$ cat src/rtl/btn_cond_pkg.sv
// ============================================================================
// Package: btn_cond_pkg
// Purpose: Shared types, default timing constants and small elaboration-time
//          helpers for the push-button conditioner (btn_conditioner and its
//          per-channel btn_debounce_ch).
// Contents:
//   btn_state_t     per-channel debounce state
//   DB_10MS_100MHZ  default debounce length (10 ms at 100 MHz)
//   RPT_DELAY_DEF   default press-to-first-repeat delay (0.5 s)
//   RPT_RATE_DEF    default repeat period (0.1 s)
//   max_int         larger of two integers
//   cnt_width       counter width for a modulus, never below 1 bit
// ============================================================================
package btn_cond_pkg;

    typedef enum logic [1:0] {
        S_LOW  = 2'd0,
        S_RISE = 2'd1,
        S_HIGH = 2'd2,
        S_FALL = 2'd3
    } btn_state_t;

    localparam int DB_10MS_100MHZ = 1_000_000;
    localparam int RPT_DELAY_DEF  = 50_000_000;
    localparam int RPT_RATE_DEF   = 10_000_000;

    function automatic int max_int(input int a, input int b);
        int r;
        if (a > b) begin
            r = a;
        end else begin
            r = b;
        end
        return r;
    endfunction

    // A counter that only ever holds 0..n-1 needs $clog2(n) bits; keep at
    // least one bit so degenerate moduli still give a legal vector.
    function automatic int cnt_width(input int n);
        int r;
        r = $clog2(n);
        if (r < 1) begin
            r = 1;
        end else begin
            r = r;
        end
        return r;
    endfunction

endpackage : btn_cond_pkg

$ cat src/rtl/btn_debounce_ch.sv
// ============================================================================
// Module: btn_debounce_ch
// Purpose: One button channel: two-flop synchroniser, four-state debounce FSM,
//          stability counter and auto-repeat counter. All outputs registered.
// Ports:
//   clk          in   system clock
//   rst_n        in   synchronous reset, active-low
//   btn_raw      in   asynchronous raw button, 1 = pressed
//   btn_level    out  debounced level
//   btn_press    out  one-cycle strobe on debounced 0->1
//   btn_release  out  one-cycle strobe on debounced 1->0
//   btn_rpt      out  one-cycle auto-repeat strobe while held
// ============================================================================
module btn_debounce_ch
    import btn_cond_pkg::*;
#(
    parameter int DB_CYCLES = DB_10MS_100MHZ,
    parameter bit RPT_EN    = 1'b1,
    parameter int RPT_DELAY = RPT_DELAY_DEF,
    parameter int RPT_RATE  = RPT_RATE_DEF
) (
    input  logic clk,
    input  logic rst_n,
    input  logic btn_raw,
    output logic btn_level,
    output logic btn_press,
    output logic btn_release,
    output logic btn_rpt
);

    localparam int CNT_W  = cnt_width(DB_CYCLES);
    localparam int RCNT_W = cnt_width(max_int(RPT_DELAY, RPT_RATE));

    localparam logic [CNT_W-1:0]  CNT_ZERO   = {CNT_W{1'b0}};
    localparam logic [CNT_W-1:0]  CNT_ONE    = CNT_W'(1);
    localparam logic [CNT_W-1:0]  CNT_LAST   = CNT_W'(DB_CYCLES - 1);
    localparam logic [RCNT_W-1:0] RCNT_ZERO  = {RCNT_W{1'b0}};
    localparam logic [RCNT_W-1:0] RCNT_ONE   = RCNT_W'(1);
    localparam logic [RCNT_W-1:0] RCNT_DLAST = RCNT_W'(RPT_DELAY - 1);
    localparam logic [RCNT_W-1:0] RCNT_RLAST = RCNT_W'(RPT_RATE - 1);

    logic              sync1_r;
    logic              sync2_r;
    btn_state_t        state_r;
    btn_state_t        state_s;
    logic [CNT_W-1:0]  cnt_r;
    logic [CNT_W-1:0]  cnt_s;
    logic [RCNT_W-1:0] rcnt_r;
    logic [RCNT_W-1:0] rcnt_s;
    logic              first_r;
    logic              first_s;
    logic              level_r;
    logic              level_s;
    logic              press_r;
    logic              press_s;
    logic              release_r;
    logic              release_s;
    logic              rpt_r;
    logic              rpt_s;

    // Two-flop synchroniser; only sync2_r is used by the FSM.
    always_ff @(posedge clk) begin
        if (!rst_n) begin
            sync1_r <= 1'b0;
            sync2_r <= 1'b0;
        end else begin
            sync1_r <= btn_raw;
            sync2_r <= sync1_r;
        end
    end

    // Next-state logic for the debounce FSM, stability counter and repeat timer.
    always_comb begin
        state_s   = state_r;
        cnt_s     = cnt_r;
        rcnt_s    = rcnt_r;
        first_s   = first_r;
        level_s   = level_r;
        press_s   = 1'b0;
        release_s = 1'b0;
        rpt_s     = 1'b0;
        case (state_r)
            S_LOW: begin
                if (sync2_r) begin
                    state_s = S_RISE;
                    cnt_s   = CNT_ONE;
                end else begin
                    cnt_s   = CNT_ZERO;
                end
            end
            S_RISE: begin
                if (!sync2_r) begin
                    // Bounce: fall back without any strobe.
                    state_s = S_LOW;
                    cnt_s   = CNT_ZERO;
                end else if (cnt_r == CNT_LAST) begin
                    state_s = S_HIGH;
                    cnt_s   = CNT_ZERO;
                    level_s = 1'b1;
                    press_s = 1'b1;
                    rcnt_s  = RCNT_ZERO;
                    first_s = 1'b1;
                end else begin
                    cnt_s   = cnt_r + CNT_ONE;
                end
            end
            S_HIGH: begin
                if (!sync2_r) begin
                    state_s = S_FALL;
                    cnt_s   = CNT_ONE;
                end else if (RPT_EN) begin
                    // First repeat waits the long delay, later ones the short rate.
                    if (first_r && (rcnt_r == RCNT_DLAST)) begin
                        rpt_s   = 1'b1;
                        rcnt_s  = RCNT_ZERO;
                        first_s = 1'b0;
                    end else if (!first_r && (rcnt_r == RCNT_RLAST)) begin
                        rpt_s   = 1'b1;
                        rcnt_s  = RCNT_ZERO;
                    end else begin
                        rcnt_s  = rcnt_r + RCNT_ONE;
                    end
                end else begin
                    rcnt_s = rcnt_r;
                end
            end
            S_FALL: begin
                if (sync2_r) begin
                    // Glitch while falling: resume the repeat timer where it stopped.
                    state_s = S_HIGH;
                    cnt_s   = CNT_ZERO;
                end else if (cnt_r == CNT_LAST) begin
                    state_s   = S_LOW;
                    cnt_s     = CNT_ZERO;
                    level_s   = 1'b0;
                    release_s = 1'b1;
                end else begin
                    cnt_s     = cnt_r + CNT_ONE;
                end
            end
            default: begin
                state_s = S_LOW;
                cnt_s   = CNT_ZERO;
                rcnt_s  = RCNT_ZERO;
                first_s = 1'b0;
                level_s = 1'b0;
            end
        endcase
    end

    // State, counters and registered outputs.
    always_ff @(posedge clk) begin
        if (!rst_n) begin
            state_r   <= S_LOW;
            cnt_r     <= CNT_ZERO;
            rcnt_r    <= RCNT_ZERO;
            first_r   <= 1'b0;
            level_r   <= 1'b0;
            press_r   <= 1'b0;
            release_r <= 1'b0;
            rpt_r     <= 1'b0;
        end else begin
            state_r   <= state_s;
            cnt_r     <= cnt_s;
            rcnt_r    <= rcnt_s;
            first_r   <= first_s;
            level_r   <= level_s;
            press_r   <= press_s;
            release_r <= release_s;
            rpt_r     <= rpt_s;
        end
    end

    assign btn_level   = level_r;
    assign btn_press   = press_r;
    assign btn_release = release_r;
    assign btn_rpt     = rpt_r;

endmodule : btn_debounce_ch

$ cat src/rtl/btn_conditioner.sv
// ============================================================================
// Module: btn_conditioner
// Purpose: Push-button front end. N_BTN fully independent channels, each
//          synchronised and debounced, producing a clean level plus press,
//          release and optional auto-repeat strobes.
// Ports:
//   clk          in   1      system clock
//   rst_n        in   1      synchronous reset, active-low
//   btn_raw      in   N_BTN  asynchronous raw buttons, 1 = pressed
//   btn_level    out  N_BTN  debounced level
//   btn_press    out  N_BTN  one-cycle strobe on debounced 0->1
//   btn_release  out  N_BTN  one-cycle strobe on debounced 1->0
//   btn_rpt      out  N_BTN  one-cycle auto-repeat strobe while held
// ============================================================================
module btn_conditioner
    import btn_cond_pkg::*;
#(
    parameter int N_BTN     = 5,
    parameter int DB_CYCLES = DB_10MS_100MHZ,
    parameter bit RPT_EN    = 1'b1,
    parameter int RPT_DELAY = RPT_DELAY_DEF,
    parameter int RPT_RATE  = RPT_RATE_DEF
) (
    input  logic             clk,
    input  logic             rst_n,
    input  logic [N_BTN-1:0] btn_raw,
    output logic [N_BTN-1:0] btn_level,
    output logic [N_BTN-1:0] btn_press,
    output logic [N_BTN-1:0] btn_release,
    output logic [N_BTN-1:0] btn_rpt
);

    for (genvar g = 0; g < N_BTN; g++) begin : g_ch
        btn_debounce_ch #(
            .DB_CYCLES (DB_CYCLES),
            .RPT_EN    (RPT_EN),
            .RPT_DELAY (RPT_DELAY),
            .RPT_RATE  (RPT_RATE)
        ) u_ch (
            .clk         (clk),
            .rst_n       (rst_n),
            .btn_raw     (btn_raw[g]),
            .btn_level   (btn_level[g]),
            .btn_press   (btn_press[g]),
            .btn_release (btn_release[g]),
            .btn_rpt     (btn_rpt[g])
        );
    end

endmodule : btn_conditioner

$ cat config.mk
export PLATFORM = sky130hd
export DESIGN_NAME = btn_conditioner
export DESIGN_NICKNAME = d
export VERILOG_FILES = /design/src/rtl/btn_cond_pkg.sv /design/src/rtl/btn_debounce_ch.sv /design/src/rtl/btn_conditioner.sv
export SDC_FILE = /design/constraint.sdc
export NUM_CORES = 1
export LEC_CHECK = 0
export ABC_AREA = 1
export CAP_MARGIN = 20
export CORE_ASPECT_RATIO = 0.7
export CORE_MARGIN = 8
export CORE_UTILIZATION = 40
export CTS_BUF_LIST = sky130_fd_sc_hd__clkbuf_2 sky130_fd_sc_hd__clkbuf_4 sky130_fd_sc_hd__clkbuf_8
export DETAILED_ROUTE_END_ITERATION = 7
export PLACE_DENSITY_LB_ADDON = 0.15
export SETUP_SLACK_MARGIN = 0.1
export SYNTH_ARGS = -nofsm -noshare
export SYNTH_HDL_FRONTEND = slang
export SYNTH_SLANG_ARGS = --single-unit
export TNS_END_PERCENT = 30
$ cat constraint.sdc
create_clock -name clk -period 2.2 [get_ports clk]
set_input_delay 0.66 -clock clk [delete_from_list [all_inputs] [get_ports clk]]
set_output_delay 0.66 -clock clk [all_outputs]
set_load 0.01 [all_outputs]
After elaboration in Yosys (flattened, before gate mapping)

Cells that the tools add are included.

Word-level logic and storage cells: 361
Input bits: 7
Latch bits: 0
Output and inout bits: 20
Memories kept: 0
Memory bits (read-only): 0
RAM bits: 0
Register bits: 275

Bitwise logic cells: 6
Magnitude comparators: 0
Eq/ne operators: 80
Add/sub/neg operators: 10
Shift-type cells: 0
Divide/modulo/power cells: 0
Muxes and demuxes: 150
Multiply operators: 0
Reduce and logical (&&, ||, !) cells: 65

Operators with widths:

| operator                                                                | number |
|---|---|
| 26-bit 2-to-1 mux                                                       | 25 |
| 20-bit 2-to-1 mux                                                       | 20 |
| 20-bit one-hot mux with 4 select lines                                  | 5 |
| 26-bit one-hot mux with 2 select lines                                  | 5 |
| 26-bit by 1-bit adder with 26-bit output, second input constant         | 5 |
| 26-bit by 24-bit equality test with 1-bit output, second input constant | 5 |
| 26-bit equality test, second input constant                             | 5 |
| 20-bit by 1-bit adder with 20-bit output, second input constant         | 5 |
| 20-bit equality test, second input constant                             | 5 |
| 2-bit 2-to-1 mux                                                        | 30 |
| 2-bit by 1-bit inequality test with 1-bit output, second input constant | 30 |
| 1-bit 2-to-1 mux                                                        | 50 |
| 5-bit AND reduction                                                     | 10 |
| 2-bit one-hot mux with 4 select lines                                   | 5 |
| 4-bit AND reduction                                                     | 10 |
| 3-bit AND reduction                                                     | 10 |
| 2-bit equality test, second input constant                              | 10 |
| 2-bit inequality test, second input constant                            | 10 |
| 1-bit one-hot mux with 2 select lines                                   | 10 |
| 2-bit nonzero test                                                      | 10 |
| 3-bit by 1-bit inequality test with 1-bit output, second input constant | 5 |
| 3-bit inequality test, second input constant                            | 5 |
| 3-bit OR reduction                                                      | 5 |
| 2-bit by 1-bit equality test with 1-bit output, second input constant   | 5 |
| 4 further kinds                                                         | 26 |

Logic depth before layout (Yosys ltp)

Word-level depth: 6
Depth in mapped cells: 14
Depth with buffers taken out: 13

By module

A second synthesis with hierarchy kept.

Cells, all modules: 2615
Area total of the unflattened synthesis: 16422.0 um^2

Modules (own cells, without submodules):

| module          | cells an instance | area each (um^2) | times used |
|---|---|---|---|
| btn_debounce_ch | 523               | 3284.4           | 5 |

Worst setup path before layout

No wires, ideal clock.

Path type: input port to flip-flop
Start point: input port rst_n
End point: register g_ch[0].u_ch.cnt_r[3]
Path buffers: 4
Library setup time: 0.132 ns
Setup slack: 0.338 ns
Data arrival time: 1.729 ns
Stages: 6
Data required time: 2.068 ns
Cell sequence: buf_2 > inv_1 > buf_2 > buf_2 > clkbuf_1 > a21oi_1

RTL lines:

| item                 | line                   | RTL |
|---|---|---|
| from (decl)          | btn_conditioner.sv:25  | `input logic rst_n,` |
| to (signal assigned) | btn_debounce_ch.sv:164 | `cnt_r <= cnt_s;` |
| to (decl)            | btn_debounce_ch.sv:46  | `logic [CNT_W-1:0] cnt_r;` |

No word-level cell between the ends.

Worst setup path after layout

Start point: register g_ch[0].u_ch.cnt_r[1]
End point: register g_ch[0].u_ch.rcnt_r[10]

Cells in the longest elaborated chain, start to end: 3

Ends and longest elaborated chain:

| item                                                       | line                   | RTL |
|---|---|---|
| 20-bit equality test                                       | btn_debounce_ch.sv:96  | `end else if (cnt_r == CNT_LAST) begin` |
| 2-bit by 1-bit inequality test with 1-bit output (no line) | -                      |  |
| 4-bit AND reduction (no line)                              | -                      |  |
| to (signal assigned)                                       | btn_debounce_ch.sv:165 | `rcnt_r <= rcnt_s;` |
| to (decl)                                                  | btn_debounce_ch.sv:48  | `logic [RCNT_W-1:0] rcnt_r;` |

Every way passes these cells.
A chain may end at the register's enable or synchronous reset.

==> summary.md <==
| Metric | Value |
|---|---|
| CP Cell Sequence | `ha_1, nand3_1, nor2_2, nand3_4, a21oi_4, buf_4, buf_4, nand3_1, nand2_1, nor2_1` |
| Die Wd | `255 um` |
| Synthesized flop and latch total | `275` |
| CTS H-tree lvls | `2` |
| Starting DRC count in detailed routing | `1272` |
| Worst-Margin Slew | `530 ps` |
| Number of vias in the routed layout | `15.9k` |
| Peak supply drop | `0.402 mV` |
| Fin crit period | `2000 ps` |
| Antenna viol nets, final | `0` |
| Fillers | `4199` |
| Post-synthesis cell type count | `50` |
| Period utilization | `0.909` |
| CP Buf/Inv Count | `2` |
| Die Height | `183 um` |
| Largest net degree at the start of global routing | `51` |
| Register area share after synthesis | `0.345` |
| Final slew viol count | `0` |
| Share of layout cells above drive strength 1 | `0.0830` |
| DRT Pass-1 Iters | `6` |
| Critical setup path kind | `register to register` |
| Vias in the first global route | `14.4k` |
| CTS Hold Bufs | `0` |
| Clock Path Buffers | `3` |
| Top-Level Pins | `27` |
| Most common cell in the netlist | `nand2_1` |
| Area growth syn-to-layout | `13.0%` |
| Pint | `8170 uW` |
| Slowest CP cell | `dfxtp_1` |
| Total die area | `0.0466 mm^2` |
| Sequential cell area | `0.00551 mm^2` |
| Post-Synthesis Cells | `2542` |
| Row count | `61` |
| Startpoint types | `register` |
| CP Data Arrival Time | `2470 ps` |
| Clock power share | `0.448` |
| Worst-Skew Late Latency | `600 ps` |
| Total CTS buffers | `49` |
| Comb pwr share | `0.093` |
| Clock Sinks | `275` |
| CTS Root Cell | `clkbuf_8` |
| Residual overflow from global routing | `0` |
| NumNets Final | `2625` |
| Synthesized area per cell | `6.27 um^2` |
| Post-synth top cells | `nand2_1 (657), nor2_1 (429), inv_1 (347)` |
| Antenna fix cells | `0` |
| Leak Pwr | `0.00722 uW` |
| First-pass GRT wire length | `70000 um` |
| Post-layout util | `0.455` |
| WL/cell | `13.2 um` |
| Outcome | `finished clean` |
| Endpoints failing setup | `0` |
| Max_slew headroom | `0.644` |
| CP peak stage delay | `370 ps` |
| CTS clk-pin slew, worst paths | `70 ps` |
| Nature of the critical path endpoint | `register` |
| PortBufs | `26` |
| Vias per std cell | `5.00` |
| RSZ-0062 raised after global routing | `true` |
| Crit path max fanout | `8` |
| Max Fclk | `500 MHz` |
| Flop-to-flop setup slack | `200 ps` |
| Main synth FF type | `dfxtp_1` |
| Yosys top cell by area | `dfxtp_1` |
| Post-Syn Area | `0.0159 mm^2` |
| Power per cell area | `620 mW/mm^2` |
| Synthesized netlist net count | `2564` |
| Setup tns final | `0 ps` |
| CP top delay family | `simple AND/OR/NAND/NOR gates` |
| Core Region | `0.0395 mm^2` |
| Top cells by area, synth | `dfxtp_1 (35%), nand2_1 (15%), nor2_1 (10%)` |
| Yosys warns | `0` |
| Initial core utilization | `0.403` |
| HP Class | `register to register` |
| HPWL Detailed | `30600 um` |
| DRC viols | `0` |
| RePlAce Congestion | `0.926` |
| Post-synth EDFFs | `0` |
| Async S/R FF share, synth | `0` |
| Clock skew | `24.8 ps` |
| Sw Ratio | `0.267` |
| CTS tree | `built` |
| Final Hold Fails | `0` |
| Initial antenna violation count | `0` |
| Seq pwr share | `0.459` |
| Total GRT Usage | `0.175` |
| Top cell type's share of synthesized area | `0.345` |
| P_sw | `2980 uW` |
| Worst path required time | `2670 ps` |
| Area of the multi-input gates | `0.00877 mm^2` |
| Final wirelength | `41800 um` |
| Max_cap viols | `0` |
per-stage QoR:
step	instance area, um^2	total power, uW	worst slack [ps]	cells	hold WS, ps
floorplan	15900	5900	338	2542	390
global placement	16700	6180	147	3072	395
detailed placement	16700	6190	42.2	3072	400
CTS	17800	11300	123	3157	414
global route	18000	11700	40.0	3172	420
finish	18000	11200	200	3172	408
cell families (layout without fill, tap and decap cells):
logic type,after synthesis,after routing,share of synthesized area
AND/OR/NAND/NOR,1546,1548,0.421
buffers and inverters,426,518,0.112
flip-flops,275,275,0.345
AO/OA/AOI/OAI,212,213,0.0726
XOR/XNOR,68,68,0.0374
adder cells (fa/ha/maj),15,15,0.0118
sequential cells by signal (all words and copies together), names as in the netlist, named ones only:
signal / cells
g_ch.u_ch.rcnt_r: 130
g_ch.u_ch.cnt_r: 100
g_ch.u_ch.btn_level: 5
g_ch.u_ch.btn_press: 5
g_ch.u_ch.btn_release: 5
g_ch.u_ch.btn_rpt: 5
g_ch.u_ch.first_r: 5
g_ch.u_ch.state_r: 5
g_ch.u_ch.sync1_r: 5
g_ch.u_ch.sync2_r: 5
path summary, 6_finish.rpt:
path / from / end / cells past startpoint
worst min-delay path: g_ch[2].u_ch.sync1_r / g_ch[2].u_ch.sync2_r / 2
worst max register to register: g_ch[0].u_ch.cnt_r[1] / g_ch[0].u_ch.rcnt_r[10] / 10
worst max-delay path: g_ch[0].u_ch.cnt_r[1] / g_ch[0].u_ch.rcnt_r[10] / 10
worst min register to register: g_ch[2].u_ch.sync1_r / g_ch[2].u_ch.sync2_r / 2
tightest hold or removal path: stages (launching register included):
cell     delay (ps)
dfxtp_1         310
nand2_1          50
inv_1            40
area by class of cell:
cell class | count | share of cell area
clock inverter | 10 | 0.00354
tap | 535 | 0.0372
inverter | 355 | 0.0745
clock buffer | 75 | 0.0539
multi-input combinational | 1844 | 0.487
timing repair buffer | 78 | 0.0377
sequential | 275 | 0.306
layout by cell type (no fill, tap or decap), types with 20 or more instances in the layout:
cell	n
nand2_1	650
nor2_1	422
inv_1	345
dfxtp_1	273
nand3_1	205
nand4_1	100
o21ai_0	84
a21oi_1	81
nor3_1	76
clkbuf_8	65
xor2_1	62
buf_4	45
nor2_2	20
dlygate4sd2_1	20
power groups by stage:
stage	combinational, uW	clock, uW	sequential, uW
2_1_floorplan	691	0	5200
3_3_place_gp	958	0	5220
3_5_place_dp	962	0	5220
4_1_cts	973	5200	5120
5_1_grt	1160	5440	5120
6_report	1040	5000	5120
repair_timing:
item,in CTS,in global routing
buffers inserted,0,12
pin swaps,0,4
endpoints found under the setup margin,32,145
resized for setup,23,36
gates cloned,0,3
layer usage:
metal / up-vias / wire (um) / global-route usage / share of wire
li1: 8224 / - / - / -
met3: 63 / 2640 / 0.0322 / 0.063
met4: 0 / 581 / 0.0366 / 0.014
met1: 7172 / 22200 / 0.270 / 0.53
met5: - / 0 / 0 / 0
met2: 405 / 16300 / 0.248 / 0.39
Note: power is estimated with default switching activity, not from simulation.
